File: src/rtl/muldiv_pkg.sv
// Shared definitions for the iterative multiply/divide unit:
// operation encodings, FSM state enum and a small op decode helper.
package muldiv_pkg;

    typedef enum logic [1:0] {
        MULU = 2'b00,
        DIVU = 2'b01,
        MUL  = 2'b10,
        DIV  = 2'b11
    } op_e;

    typedef enum logic [1:0] {
        IDLE = 2'b00,
        RUN  = 2'b01,
        FIX  = 2'b10
    } state_e;

    // Bit 0 of the op code separates divides from multiplies.
    function automatic logic op_is_div(input logic [1:0] op);
        return op[0];
    endfunction

endpackage

File: src/rtl/muldiv_if.sv
// Request/result bundle of the multiply/divide unit.
// master = requester side, slave = the unit itself.
interface muldiv_if #(
    parameter int WIDTH = 32
);
    logic             start;
    logic [1:0]       op;
    logic [WIDTH-1:0] a;
    logic [WIDTH-1:0] b;
    logic             flush;
    logic             busy;
    logic             done;
    logic [WIDTH-1:0] hi;
    logic [WIDTH-1:0] lo;
    logic             div_zero;

    modport master (
        output start, op, a, b, flush,
        input  busy, done, hi, lo, div_zero
    );

    modport slave (
        input  start, op, a, b, flush,
        output busy, done, hi, lo, div_zero
    );
endinterface

File: src/rtl/muldiv_step.sv
// One radix-2 iteration shared by both datapaths.
// Multiply: conditional add of m into acc, then shift {acc,q} right.
// Divide:   shift {acc,q} left one bit, trial-subtract m, restore on borrow.
module muldiv_step #(
    parameter int WIDTH = 32
) (
    input  logic             is_div,
    input  logic [WIDTH-1:0] acc,
    input  logic [WIDTH-1:0] q,
    input  logic [WIDTH-1:0] m,
    output logic [WIDTH-1:0] acc_nxt,
    output logic [WIDTH-1:0] q_nxt
);
    logic [WIDTH:0] sum;
    logic [WIDTH:0] shifted;
    logic [WIDTH:0] diff;

    // Single shift/add-or-subtract step; diff[WIDTH] is the borrow of the trial subtract.
    always_comb begin
        acc_nxt = acc;
        q_nxt   = q;
        sum     = {1'b0, acc} + {1'b0, m};
        shifted = {acc, q[WIDTH-1]};
        diff    = shifted - {1'b0, m};
        if (is_div) begin
            if (!diff[WIDTH]) begin
                acc_nxt = diff[WIDTH-1:0];
                q_nxt   = {q[WIDTH-2:0], 1'b1};
            end else begin
                acc_nxt = shifted[WIDTH-1:0];
                q_nxt   = {q[WIDTH-2:0], 1'b0};
            end
        end else if (q[0]) begin
            {acc_nxt, q_nxt} = {sum, q[WIDTH-1:1]};
        end else begin
            {acc_nxt, q_nxt} = {1'b0, acc, q[WIDTH-1:1]};
        end
    end
endmodule

File: src/rtl/muldiv_unit.sv
// Iterative multiply/divide unit, one bit per RUN cycle.
// Build option: define MULDIV_SIGNED_EN to honour op[1] (signed MUL/DIV)
// and include the sign-correction logic in FIX; otherwise all ops are unsigned.
//
// state | meaning
// IDLE  | waiting for start; results held
// RUN   | first cycle checks divide-by-zero, then WIDTH iterations (down-counter)
// FIX   | sign correction and result write; done pulses on the exit edge
module muldiv_unit
    import muldiv_pkg::*;
#(
    parameter int WIDTH = 32,
    parameter int CNT_W = $clog2(WIDTH) + 1
) (
    input  logic    clk,
    input  logic    rst,
    muldiv_if.slave bus
);
    state_e           state_q, state_d;
    logic [CNT_W-1:0] cnt_q;
    logic [WIDTH-1:0] acc_q, q_q, m_q, a_q;
    logic             op_div_q;
    logic [WIDTH-1:0] hi_q, lo_q;
    logic             dz_q, done_q;
    logic             accept, step_en, fix_wr, div_zero_w;
    logic [WIDTH-1:0] mag_a, mag_b;
    logic [WIDTH-1:0] acc_nxt, q_nxt;
    logic [WIDTH-1:0] res_hi, res_lo;

    assign div_zero_w = op_div_q && (m_q == '0);

    assign bus.busy     = (state_q != IDLE);
    assign bus.done     = done_q;
    assign bus.hi       = hi_q;
    assign bus.lo       = lo_q;
    assign bus.div_zero = dz_q;

    muldiv_step #(.WIDTH(WIDTH)) u_step (
        .is_div  (op_div_q),
        .acc     (acc_q),
        .q       (q_q),
        .m       (m_q),
        .acc_nxt (acc_nxt),
        .q_nxt   (q_nxt)
    );

    // State register.
    always_ff @(posedge clk) begin
        if (rst) state_q <= IDLE;
        else     state_q <= state_d;
    end

    // Next-state and datapath strobes; flush beats start and aborts RUN/FIX.
    always_comb begin
        state_d = state_q;
        accept  = 1'b0;
        step_en = 1'b0;
        fix_wr  = 1'b0;
        case (state_q)
            IDLE: begin
                if (bus.start && !bus.flush) begin
                    accept  = 1'b1;
                    state_d = RUN;
                end
            end
            RUN: begin
                if (bus.flush)                         state_d = IDLE;
                else if (div_zero_w || cnt_q == '0)    state_d = FIX;
                else                                   step_en = 1'b1;
            end
            FIX: begin
                state_d = IDLE;
                if (!bus.flush) fix_wr = 1'b1;
            end
            default: state_d = IDLE;
        endcase
    end

    // Operand magnitudes; without signed support the raw operands are used.
    always_comb begin
        mag_a = bus.a;
        mag_b = bus.b;
`ifdef MULDIV_SIGNED_EN
        if (bus.op[1] && bus.a[WIDTH-1]) mag_a = -bus.a;
        if (bus.op[1] && bus.b[WIDTH-1]) mag_b = -bus.b;
`endif
    end

`ifdef MULDIV_SIGNED_EN
    logic             neg_res_q, neg_rem_q;
    logic [2*WIDTH-1:0] prod_neg;

    // Result sign flags latched with the operands.
    always_ff @(posedge clk) begin
        if (rst) begin
            neg_res_q <= 1'b0;
            neg_rem_q <= 1'b0;
        end else if (accept) begin
            neg_res_q <= bus.op[1] & (bus.a[WIDTH-1] ^ bus.b[WIDTH-1]);
            neg_rem_q <= bus.op[1] & bus.a[WIDTH-1];
        end
    end
`endif

    // Final result as written in FIX; divide-by-zero overrides everything.
    always_comb begin
        res_hi = acc_q;
        res_lo = q_q;
`ifdef MULDIV_SIGNED_EN
        prod_neg = -{acc_q, q_q};
        if (!op_div_q && neg_res_q) {res_hi, res_lo} = prod_neg;
        if (op_div_q && neg_res_q)  res_lo = -q_q;
        if (op_div_q && neg_rem_q)  res_hi = -acc_q;
`endif
        if (div_zero_w) begin
            res_hi = a_q;
            res_lo = '1;
        end
    end

    // Operand capture, iteration, and result registers.
    always_ff @(posedge clk) begin
        if (rst) begin
            cnt_q    <= '0;
            acc_q    <= '0;
            q_q      <= '0;
            m_q      <= '0;
            a_q      <= '0;
            op_div_q <= 1'b0;
            hi_q     <= '0;
            lo_q     <= '0;
            dz_q     <= 1'b0;
            done_q   <= 1'b0;
        end else begin
            done_q <= fix_wr;
            if (accept) begin
                cnt_q    <= CNT_W'(WIDTH);
                acc_q    <= '0;
                a_q      <= bus.a;
                op_div_q <= op_is_div(bus.op);
                q_q      <= op_is_div(bus.op) ? mag_a : mag_b;
                m_q      <= op_is_div(bus.op) ? mag_b : mag_a;
            end
            if (step_en) begin
                acc_q <= acc_nxt;
                q_q   <= q_nxt;
                cnt_q <= cnt_q - 1'b1;
            end
            if (fix_wr) begin
                hi_q <= res_hi;
                lo_q <= res_lo;
                dz_q <= div_zero_w;
            end
        end
    end
endmodule

File: src/flat_wrapper.sv
// flat-port wrapper written by rule: the top's interface ports become plain ports
module muldiv_unit_flat import muldiv_pkg::*;
#(
    parameter int WIDTH = 32,
    parameter int CNT_W = $clog2(WIDTH) + 1
)
  (clk, rst, bus_start, bus_op, bus_a, bus_b, bus_flush, bus_busy, bus_done, bus_hi, bus_lo, bus_div_zero);
  muldiv_if #(.WIDTH(WIDTH)) bus_i ();
  input  logic clk;
  input  logic rst;
  input wire logic [$bits(bus_i.start)-1:0] bus_start;
  input wire logic [$bits(bus_i.op)-1:0] bus_op;
  input wire logic [$bits(bus_i.a)-1:0] bus_a;
  input wire logic [$bits(bus_i.b)-1:0] bus_b;
  input wire logic [$bits(bus_i.flush)-1:0] bus_flush;
  output wire logic [$bits(bus_i.busy)-1:0] bus_busy;
  output wire logic [$bits(bus_i.done)-1:0] bus_done;
  output wire logic [$bits(bus_i.hi)-1:0] bus_hi;
  output wire logic [$bits(bus_i.lo)-1:0] bus_lo;
  output wire logic [$bits(bus_i.div_zero)-1:0] bus_div_zero;
  assign bus_i.start = bus_start;
  assign bus_i.op = bus_op;
  assign bus_i.a = bus_a;
  assign bus_i.b = bus_b;
  assign bus_i.flush = bus_flush;
  assign bus_busy = bus_i.busy;
  assign bus_done = bus_i.done;
  assign bus_hi = bus_i.hi;
  assign bus_lo = bus_i.lo;
  assign bus_div_zero = bus_i.div_zero;
  muldiv_unit #(.WIDTH(WIDTH), .CNT_W(CNT_W)) u_core (.clk(clk), .rst(rst), .bus(bus_i));
endmodule
File: config.mk
export PLATFORM = sky130hd
export DESIGN_NAME = muldiv_unit_flat
export DESIGN_NICKNAME = d
export VERILOG_FILES = /design/src/rtl/muldiv_pkg.sv /design/src/rtl/muldiv_if.sv /design/src/rtl/muldiv_step.sv /design/src/rtl/muldiv_unit.sv /design/src/flat_wrapper.sv
export SDC_FILE = /design/constraint.sdc
export NUM_CORES = 1
export LEC_CHECK = 0
export ABC_AREA = 1
export BUFFER_PORTS_ARGS = -buffer_cell sky130_fd_sc_hd__buf_2
export CORE_MARGIN = 4
export CORE_UTILIZATION = 55
export CTS_CLUSTER_DIAMETER = 80
export DETAILED_ROUTE_END_ITERATION = 8
export PLACE_DENSITY_LB_ADDON = 0.12
export SLEW_MARGIN = 10
export SYNTH_ARGS = -nofsm -noshare
export SYNTH_HDL_FRONTEND = slang
export SYNTH_SLANG_ARGS = --single-unit
File: constraint.sdc
create_clock -name clk -period 2.7 [get_ports clk]
set_clock_uncertainty 0.2 [all_clocks]
set_input_delay 0.54 -clock clk [delete_from_list [all_inputs] [get_ports clk]]
set_output_delay 0.54 -clock clk [all_outputs]
set_load 0.005 [all_outputs]
==> metrics, run 1 <==
initial antenna violation count 3; xor/xnor share of the synthesized area ~1.7%; signal arrival time at the worst endpoint 2810 ps; Yosys top cell by area sky130_fd_sc_hd__dfxtp_1; RSZ-0062 raised after global routing true; number of inserted diodes 0; post-synthesis to final-layout area growth 20.8%; root cell of the clock tree sky130_fd_sc_hd__clkbuf_16; # setup viols final 0; total number of vias 15700; share of flip-flops with an asynchronous set or reset 0%; drt total wl 49400 um; Worst-Skew Late Latency 520 ps; post-route cell area 17000 um^2; Filler Cell Count around 2300; Total Power 7780 uW; leakage power 0.00802 uW; Synth top area share 28.8%; class of the most critical hold timing path in -> reg; multiplexer area fraction after synthesis 0%; number of enable flip-flop cells after synthesis 0; clock period minus worst slack 2660 ps; overall die area about 28000 um^2; average cell area after synthesis 6.15 um^2; multi-input gate area in the final layout 8800 um^2; number of rows in the core area 58; post-DR vias/cell roughly 5.6; clock transition at the register clock pins on the worst setup and hold paths after CTS 60 ps; sequential-to-total area share from yosys stat between 20 and 30%; worst reg-to-reg setup slack ~43 ps; number of maximum-capacitance violations 0; delay of the slowest cell on the worst path 420 ps; first-pass GRT wire length 76600 um; Initial Utilization 56.0%; post-detailed-placement cell area roughly 16000 um^2; worst-case clock buffer depth 3; detailed placer's ending HPWL approximately 37000 um; core utilization of the finished layout 67.6%; overflow left after global routing 0; total CTS buffers 23; critical path's most frequent cell sky130_fd_sc_hd__nand2_2; actual slew at the worst max-slew pin slightly below 900 ps; number of clock sinks between 200 and 250; aggregate negative setup slack 0 ps; remaining antenna violation count 0; family with the most delay on the worst path simple AND/OR/NAND/NOR gates; Critical R2R Launch u_core.m_q[0]$_SDFFE_PP0P_; kind of launch point of the worst setup path register; Critical path buffers and inverters 2; worst rel slew slack 41.0%; Synth warnings 0; beginning of the worst hold path bus_flush; share of synthesized cell area in full adder, half adder and majority cells 6.14%; VDD IR max 0.497 mV; R2R depth 19; nets@finish between 2000 and 3000; TritonRoute pass-1 iters 6; FF-to-FF End u_core.acc_q[30]$_SDFFE_PP0P_; Die X-Extent 168 um; Hold Fails Final Rpt 0; startpoint-to-endpoint class of the critical path reg -> reg; post-synthesis net count 2429; number of design-rule violations left by the first detailed-router iteration between 1000 and 1500; GRT Total Usage 33.2%; basic-gate share of the synthesized area counting and, or, nand and nor cells 30.1%; Crit path required time roughly 2900 ps; IO Pins about 140; number of different library cells in the post-synthesis netlist 41; H-tree depth reported by CTS 1; # port buffers ~140; TritonCTS clock tree done; run status finished, final reports clean; Worst Hold Path Cells 2; number of global-route vias before repair 14400; fraction of final layout cells with drive strength greater than 1 18.1%; WL/cell roughly 18 um; Die Y 168 um; P per Cell Area 457 nW/um^2; flip-flop and latch area a little over 4000 um^2; kind of end point of the critical path register; max-slew violations 0; share of the cycle needed by the critical path after routing 98.4%; complex-gate fraction of the synthesized area 21.1%; largest driver fanout on the critical path 6; most used flip-flop cell after synthesis sky130_fd_sc_hd__dfxtp_1; netlist area before placement 14100 um^2; post-synthesis register bit count between 200 and 250; critical path, cell by cell ha_4 -> fa_2 -> inv_2 -> nand2_2 -> nand2_2 -> nand3_2 -> nand2_2 -> nand2_2 -> nand2_2 -> nand2_2 -> nand2_2 -> nand2_2 -> nand2_4 -> clkbuf_16 -> nand2_2 -> nand2_1 -> nand2_1 -> nand3_1 -> a21oi_1; routability cong. roughly 1; top area cells in the synthesized netlist sky130_fd_sc_hd__dfxtp_1 29%, sky130_fd_sc_hd__nand2_1 19%, sky130_fd_sc_hd__inv_1 8.2%; maximum number of pins on one net before global-route repair 96; Hold Path Sink u_core.state_q[1]$_SDFFE_PP0P_; final routed DRC violation total 0; CTS Hold Buffers Added 0; Core Region 25200 um^2; slowest cell on the critical path sky130_fd_sc_hd__fa_2; largest family of logic cells by synthesized area simple AND/OR/NAND/NOR gates; Post-Syn Instances 2291; highest clock frequency the design can meet 376 MHz
synthesized netlist by cell type, types with 11 or more instances:
| master | instances |
|---|---|
| sky130_fd_sc_hd__o211ai_1 | 67 |
| sky130_fd_sc_hd__nand2_1 | 701 |
| sky130_fd_sc_hd__nor2_1 | 101 |
| sky130_fd_sc_hd__buf_2 | 13 |
| sky130_fd_sc_hd__a21oi_1 | 206 |
| sky130_fd_sc_hd__a31oi_1 | 66 |
| sky130_fd_sc_hd__nand4_1 | 14 |
| sky130_fd_sc_hd__o21bai_1 | 11 |
| sky130_fd_sc_hd__nand2_2 | 23 |
| sky130_fd_sc_hd__ha_1 | 66 |
| sky130_fd_sc_hd__clkbuf_1 | 85 |
| sky130_fd_sc_hd__xnor2_1 | 24 |
| sky130_fd_sc_hd__inv_2 | 11 |
| sky130_fd_sc_hd__dfxtp_1 | 203 |
| sky130_fd_sc_hd__nand3_1 | 146 |
| sky130_fd_sc_hd__o21ai_0 | 170 |
| sky130_fd_sc_hd__inv_1 | 309 |
report_power, final:
| group | switching [uW] | internal, uW |
|---|---|---|
| clock | 1270 | 1740 |
| sequential | 93.8 | 3110 |
| combinational | 1000 | 564 |
cells in the final DEF, fill, tap and decap left out, types with 7 or more instances in the layout:
master / count
sky130_fd_sc_hd__a31oi_1: 66
sky130_fd_sc_hd__inv_1: 306
sky130_fd_sc_hd__dfxtp_2: 10
sky130_fd_sc_hd__ha_4: 17
sky130_fd_sc_hd__nand2_2: 44
sky130_fd_sc_hd__nand3_2: 17
sky130_fd_sc_hd__clkbuf_16: 25
sky130_fd_sc_hd__inv_2: 14
sky130_fd_sc_hd__a21oi_2: 18
sky130_fd_sc_hd__o21ai_0: 169
sky130_fd_sc_hd__nand3_1: 129
sky130_fd_sc_hd__nand3b_1: 8
sky130_fd_sc_hd__a21oi_1: 190
sky130_fd_sc_hd__buf_4: 107
sky130_fd_sc_hd__ha_2: 7
sky130_fd_sc_hd__xnor2_1: 24
sky130_fd_sc_hd__nor3_1: 9
sky130_fd_sc_hd__o211ai_1: 67
sky130_fd_sc_hd__dfxtp_1: 190
sky130_fd_sc_hd__buf_2: 135
sky130_fd_sc_hd__nand4_1: 14
sky130_fd_sc_hd__nand2_1: 679
sky130_fd_sc_hd__or2_2: 10
sky130_fd_sc_hd__nor2_1: 98
sky130_fd_sc_hd__ha_1: 42
sky130_fd_sc_hd__o21bai_1: 11
sky130_fd_sc_hd__buf_12: 14
sequential cells by signal (all words and copies together) (netlist names):
| register | count |
|---|---|
| u_core.bus.hi | 32 |
| u_core.a_q | 32 |
| u_core.acc_q | 32 |
| u_core.q_q | 32 |
| u_core.op_div_q | 1 |
| u_core.cnt_q | 6 |
| u_core.bus.lo | 32 |
| u_core.bus.done | 1 |
| u_core.m_q | 32 |
| u_core.bus.div_zero | 1 |
| u_core.state_q | 2 |
worst register-to-register path: cells and delay by family, from the launching register on:
family | cells | cell delay [ps]
flip-flops | 1 | 370
adder cells (fa/ha/maj) | 2 | 600
buffers and inverters | 2 | 240
AND/OR/NAND/NOR | 14 | 1030
AO/OA/AOI/OAI | 1 | 60
per-layer routing:
| layer | global-route usage, % | wire length [um] | up-vias |
|---|---|---|---|
| li1 | - | - | 7803 |
| met1 | 48.3 | 21700 | 7170 |
| met2 | 51.9 | 22000 | 654 |
| met3 | 4.74 | 4460 | 92 |
| met4 | 8.68 | 1240 | 6 |
| met5 | 0 | 41 | - |
worst max path at each step:
| stage | start | end | slack [ps] | depth (start not counted) |
|---|---|---|---|---|
| floorplan | u_core.q_q[31]$_SDFFE_PP0P_ | u_core.acc_q[31]$_SDFFE_PP0P_ | 210 | 18 |
| global placement | u_core.m_q[0]$_SDFFE_PP0P_ | u_core.acc_q[27]$_SDFFE_PP0P_ | -10 | 18 |
| detailed placement | u_core.m_q[0]$_SDFFE_PP0P_ | u_core.acc_q[25]$_SDFFE_PP0P_ | -50 | 18 |
| CTS | u_core.m_q[17]$_SDFFE_PP0P_ | u_core.acc_q[25]$_SDFFE_PP0P_ | 20 | 17 |
| global route | u_core.m_q[0]$_SDFFE_PP0P_ | u_core.acc_q[3]$_SDFFE_PP0P_ | -70 | 18 |
| finish | u_core.m_q[0]$_SDFFE_PP0P_ | u_core.acc_q[30]$_SDFFE_PP0P_ | 40 | 19 |
through the flow:
stage | hold WS [ps] | worst slack [ps] | cells
2_1_floorplan | 222 | 215 | 2291
3_3_place_gp | 235 | -13.7 | 2760
3_5_place_dp | 239 | -51.9 | 2760
4_1_cts | 82.0 | 23.3 | 2798
5_1_grt | 98.7 | -71.1 | 2805
6_report | 85.6 | 42.8 | 2805
cell families after synthesis:
| group | Yosys count |
|---|---|
| and+or+nand+nor | 1025 |
| AOI/OAI and AO/OA | 533 |
| buffers and inverters | 435 |
| DFF | 203 |
| adders and majority gates | 68 |
| xor gates and xnor gates | 27 |
final cells by class:
class | instances | area share [%]
clock buffers | 30 | 3.71
well taps | 330 | 2.42
flip-flops and latches | 203 | 24.0
multi-input cells | 1653 | 51.7
repair buffers | 258 | 10.6
clock inverters | 8 | 0.426
inverters | 323 | 7.13
repair_timing:
action | CTS | global route
setup buffers | 0 | 5
pin swaps | 0 | 24
gates cloned | 0 | 2
gates resized for setup | 4 | 101
setup endpoints to repair | 16 | 55
No activity file was read; power rests on OpenSTA's default activity.
==> inputs of run 2 (changes only) <==
Settings changed: CTS_BUF_LIST from default to sky130_fd_sc_hd__clkbuf_4 sky130_fd_sc_hd__clkbuf_8 sky130_fd_sc_hd__clkbuf_16.
==> run 2 against run 1 <==
Non-clock buffer count did not move; wire length down 0.40%; critical path depth is the same; design area about the same; fmax hardly changed; clock power is 2% higher; count of clock-buffer cells in the layout stayed put; utilization rose by 0.060 points; worst hold slack gained 1.5 ps; sequential power hardly changed; die area unchanged.
==> metrics, run 2 (synthesis results as in run 1) <==
number of rows in the core area 58 (unchanged); first-pass GRT wire length 76500 um (-0.12%); highest clock frequency the design can meet 376 MHz (about the same); RSZ-0062 raised after global routing true; overall die area 28300 um^2 (unchanged); Worst Hold Path Cells 2 (unchanged); CTS Hold Buffers Added 0 (unchanged); signal arrival time at the worst endpoint 2810 ps (about the same); nets@finish 2600 (unchanged); largest driver fanout on the critical path 6 (unchanged); P_int 5450 uW (+0.75%); Hold Fails Final Rpt 0 (unchanged); leakage power 0.00803 uW (+0.17%); clock period minus worst slack 2660 ps (-0.261 ps); H-tree depth reported by CTS 1 (unchanged); fraction of final layout cells with drive strength greater than 1 18.3% (+0.16 points); number of clock sinks 203 (unchanged); FF-to-FF End u_core.acc_q[30]$_SDFFE_PP0P_; class of the most critical hold timing path in -> reg; overflow left after global routing 0 (unchanged); power share of the sequential group 40.9% (-0.3 points); Filler Cell Count 2266 (-0.40%); Clk network pwr share 39.0% (+0.3 points); number of design-rule violations left by the first detailed-router iteration 1297 (-5.1%); top library cells by usage in the layout, fill and taps aside 679 x sky130_fd_sc_hd__nand2_1, 306 x sky130_fd_sc_hd__inv_1, 190 x sky130_fd_sc_hd__a21oi_1, 190 x sky130_fd_sc_hd__dfxtp_1, 169 x sky130_fd_sc_hd__o21ai_0; VDD IR max 0.498 mV (about the same); Initial Utilization 56.0% (unchanged); Die X-Extent 168 um (unchanged); Worst-Skew Late Latency 520 ps (about the same); clock transition at the register clock pins on the worst setup and hold paths after CTS 60 ps (about the same); total number of vias 15700 (-0.21%); worst rel slew slack 40.3% (-0.62 points); number of inserted diodes 0 (unchanged); root cell of the clock tree sky130_fd_sc_hd__clkbuf_16; Hold Path Sink u_core.state_q[1]$_SDFFE_PP0P_; WL/cell 17.6 um (-0.40%); P per Cell Area 459 nW/um^2 (+0.50%); detailed placer's ending HPWL 37300 um (unchanged); worst-case clock buffer depth 3 (unchanged); initial antenna violation count 3 (unchanged); share of the cycle needed by the critical path after routing 98.4% (about the same); least setup slack across all paths after layout 43.1 ps (+0.261 ps); R2R depth 19 (unchanged); Switch Pwr 2380 uW (+0.22%); total CTS buffers 23 (unchanged); GRT Total Usage 33.2% (-0.035 points); max-slew violations 0 (unchanged); # port buffers 135 (unchanged); routability cong. 1.00 (unchanged); TritonRoute pass-1 iters 6 (unchanged); run status finished, final reports clean; final routed DRC violation total 0 (unchanged); Die Y 168 um (unchanged); # setup viols final 0 (unchanged); net switching share of the total power 30.3% (-0.11 points); TritonCTS clock tree done; remaining antenna violation count 0 (unchanged); Core Region 25200 um^2 (unchanged); drt total wl 49200 um (-0.40%); post-synthesis to final-layout area growth 20.9% (about the same); aggregate negative setup slack 0 ps (unchanged); fraction of power consumed by combinational cells 20.0% (about the same); startpoint-to-endpoint class of the critical path reg -> reg; Crit path required time 2850 ps (about the same); kind of end point of the critical path register; worst setup slack after placement -51.9 ps (unchanged); post-DR vias/cell 5.59 (-0.21%); worst reg-to-reg setup slack 40 ps (about the same); IO Pins 137 (unchanged); actual slew at the worst max-slew pin 895 ps (+9.23 ps); most common cell after layout, fill and taps aside sky130_fd_sc_hd__nand2_1; maximum number of pins on one net before global-route repair 96 (unchanged); Critical R2R Launch u_core.m_q[0]$_SDFFE_PP0P_; beginning of the worst hold path bus_flush; number of maximum-capacitance violations 0 (unchanged); number of global-route vias before repair 14400 (-0.19%); kind of launch point of the worst setup path register
run 2: cell counts in the layout (fill, tap and decap cells not counted):
No cell type changed its count.
run 2: per-stage QoR:
stage / hold WS, ps / total power, uW / util (%) / instance area, um^2 / cells
2_1_floorplan: 222 / 4180 / - / 14100 / 2291
3_3_place_gp: 235 / 4680 / 62.6 / 15800 / 2760
3_5_place_dp: 239 / 4700 / 62.6 / 15800 / 2760
4_1_cts: 80.6 / 7720 / 65.5 / 16500 / 2798
5_1_grt: 98.7 / 8150 / 67.7 / 17000 / 2805
6_report: 87.1 / 7830 / 67.7 / 17000 / 2805
run 2: repair_timing:
| item | 4_1_cts | 5_1_grt |
|---|---|---|
| cloned | 0 | 2 |
| buffers inserted | 0 | 5 |
| pin swaps | 0 | 24 |
| resized for setup | 4 | 101 |
| setup endpoints to repair | 16 | 55 |
run 2: worst max-delay path by stage:
stage                                     start                             to  depth (start not counted)
finish               u_core.m_q[0]$_SDFFE_PP0P_  u_core.acc_q[30]$_SDFFE_PP0P_                         19
global route         u_core.m_q[0]$_SDFFE_PP0P_   u_core.acc_q[3]$_SDFFE_PP0P_                         18
CTS                 u_core.m_q[17]$_SDFFE_PP0P_  u_core.acc_q[25]$_SDFFE_PP0P_                         17
detailed placement   u_core.m_q[0]$_SDFFE_PP0P_  u_core.acc_q[25]$_SDFFE_PP0P_                         18
global placement     u_core.m_q[0]$_SDFFE_PP0P_  u_core.acc_q[27]$_SDFFE_PP0P_                         18
floorplan           u_core.q_q[31]$_SDFFE_PP0P_  u_core.acc_q[31]$_SDFFE_PP0P_                         18
run 2: final cells by class:
cell class	instances	area (um^2)	area share, %
Clock buffer	30	647	3.79
Clock inverter	8	72.6	0.426
Inverter	323	1210	7.12
Multi-Input combinational cell	1653	8800	51.6
Sequential cell	203	4090	24.0
Tap cell	330	413	2.42
Timing Repair Buffer	258	1810	10.6
run 2: routing by layer:
layer	global-route usage (%)	wire length, um
met2	51.7	21900
met1	48.5	21800
met4	8.68	1200
met3	4.56	4290
met5	0	41
run 2: critical path, stage by stage (launching register included):
cell,delay (ps)
sky130_fd_sc_hd__dfxtp_4,370
sky130_fd_sc_hd__ha_4,170
sky130_fd_sc_hd__fa_2,420
sky130_fd_sc_hd__inv_2,70
sky130_fd_sc_hd__nand2_2,40
sky130_fd_sc_hd__nand2_2,80
sky130_fd_sc_hd__nand3_2,70
sky130_fd_sc_hd__nand2_2,90
sky130_fd_sc_hd__nand2_2,50
sky130_fd_sc_hd__nand2_2,80
sky130_fd_sc_hd__nand2_2,80
sky130_fd_sc_hd__nand2_2,80
sky130_fd_sc_hd__nand2_2,60
sky130_fd_sc_hd__nand2_4,160
sky130_fd_sc_hd__clkbuf_16,170
sky130_fd_sc_hd__nand2_2,40
sky130_fd_sc_hd__nand2_1,40
sky130_fd_sc_hd__nand2_1,40
sky130_fd_sc_hd__nand3_1,100
sky130_fd_sc_hd__a21oi_1,60
run 2: power by group through the flow:
stage | sequential (uW) | combinational [uW] | clock [uW]
3_5_place_dp | 3260 | 1440 | 0
6_report | 3210 | 1570 | 3060
4_1_cts | 3200 | 1450 | 3070
3_3_place_gp | 3260 | 1430 | 0
5_1_grt | 3210 | 1730 | 3200
2_1_floorplan | 3230 | 944 | 0
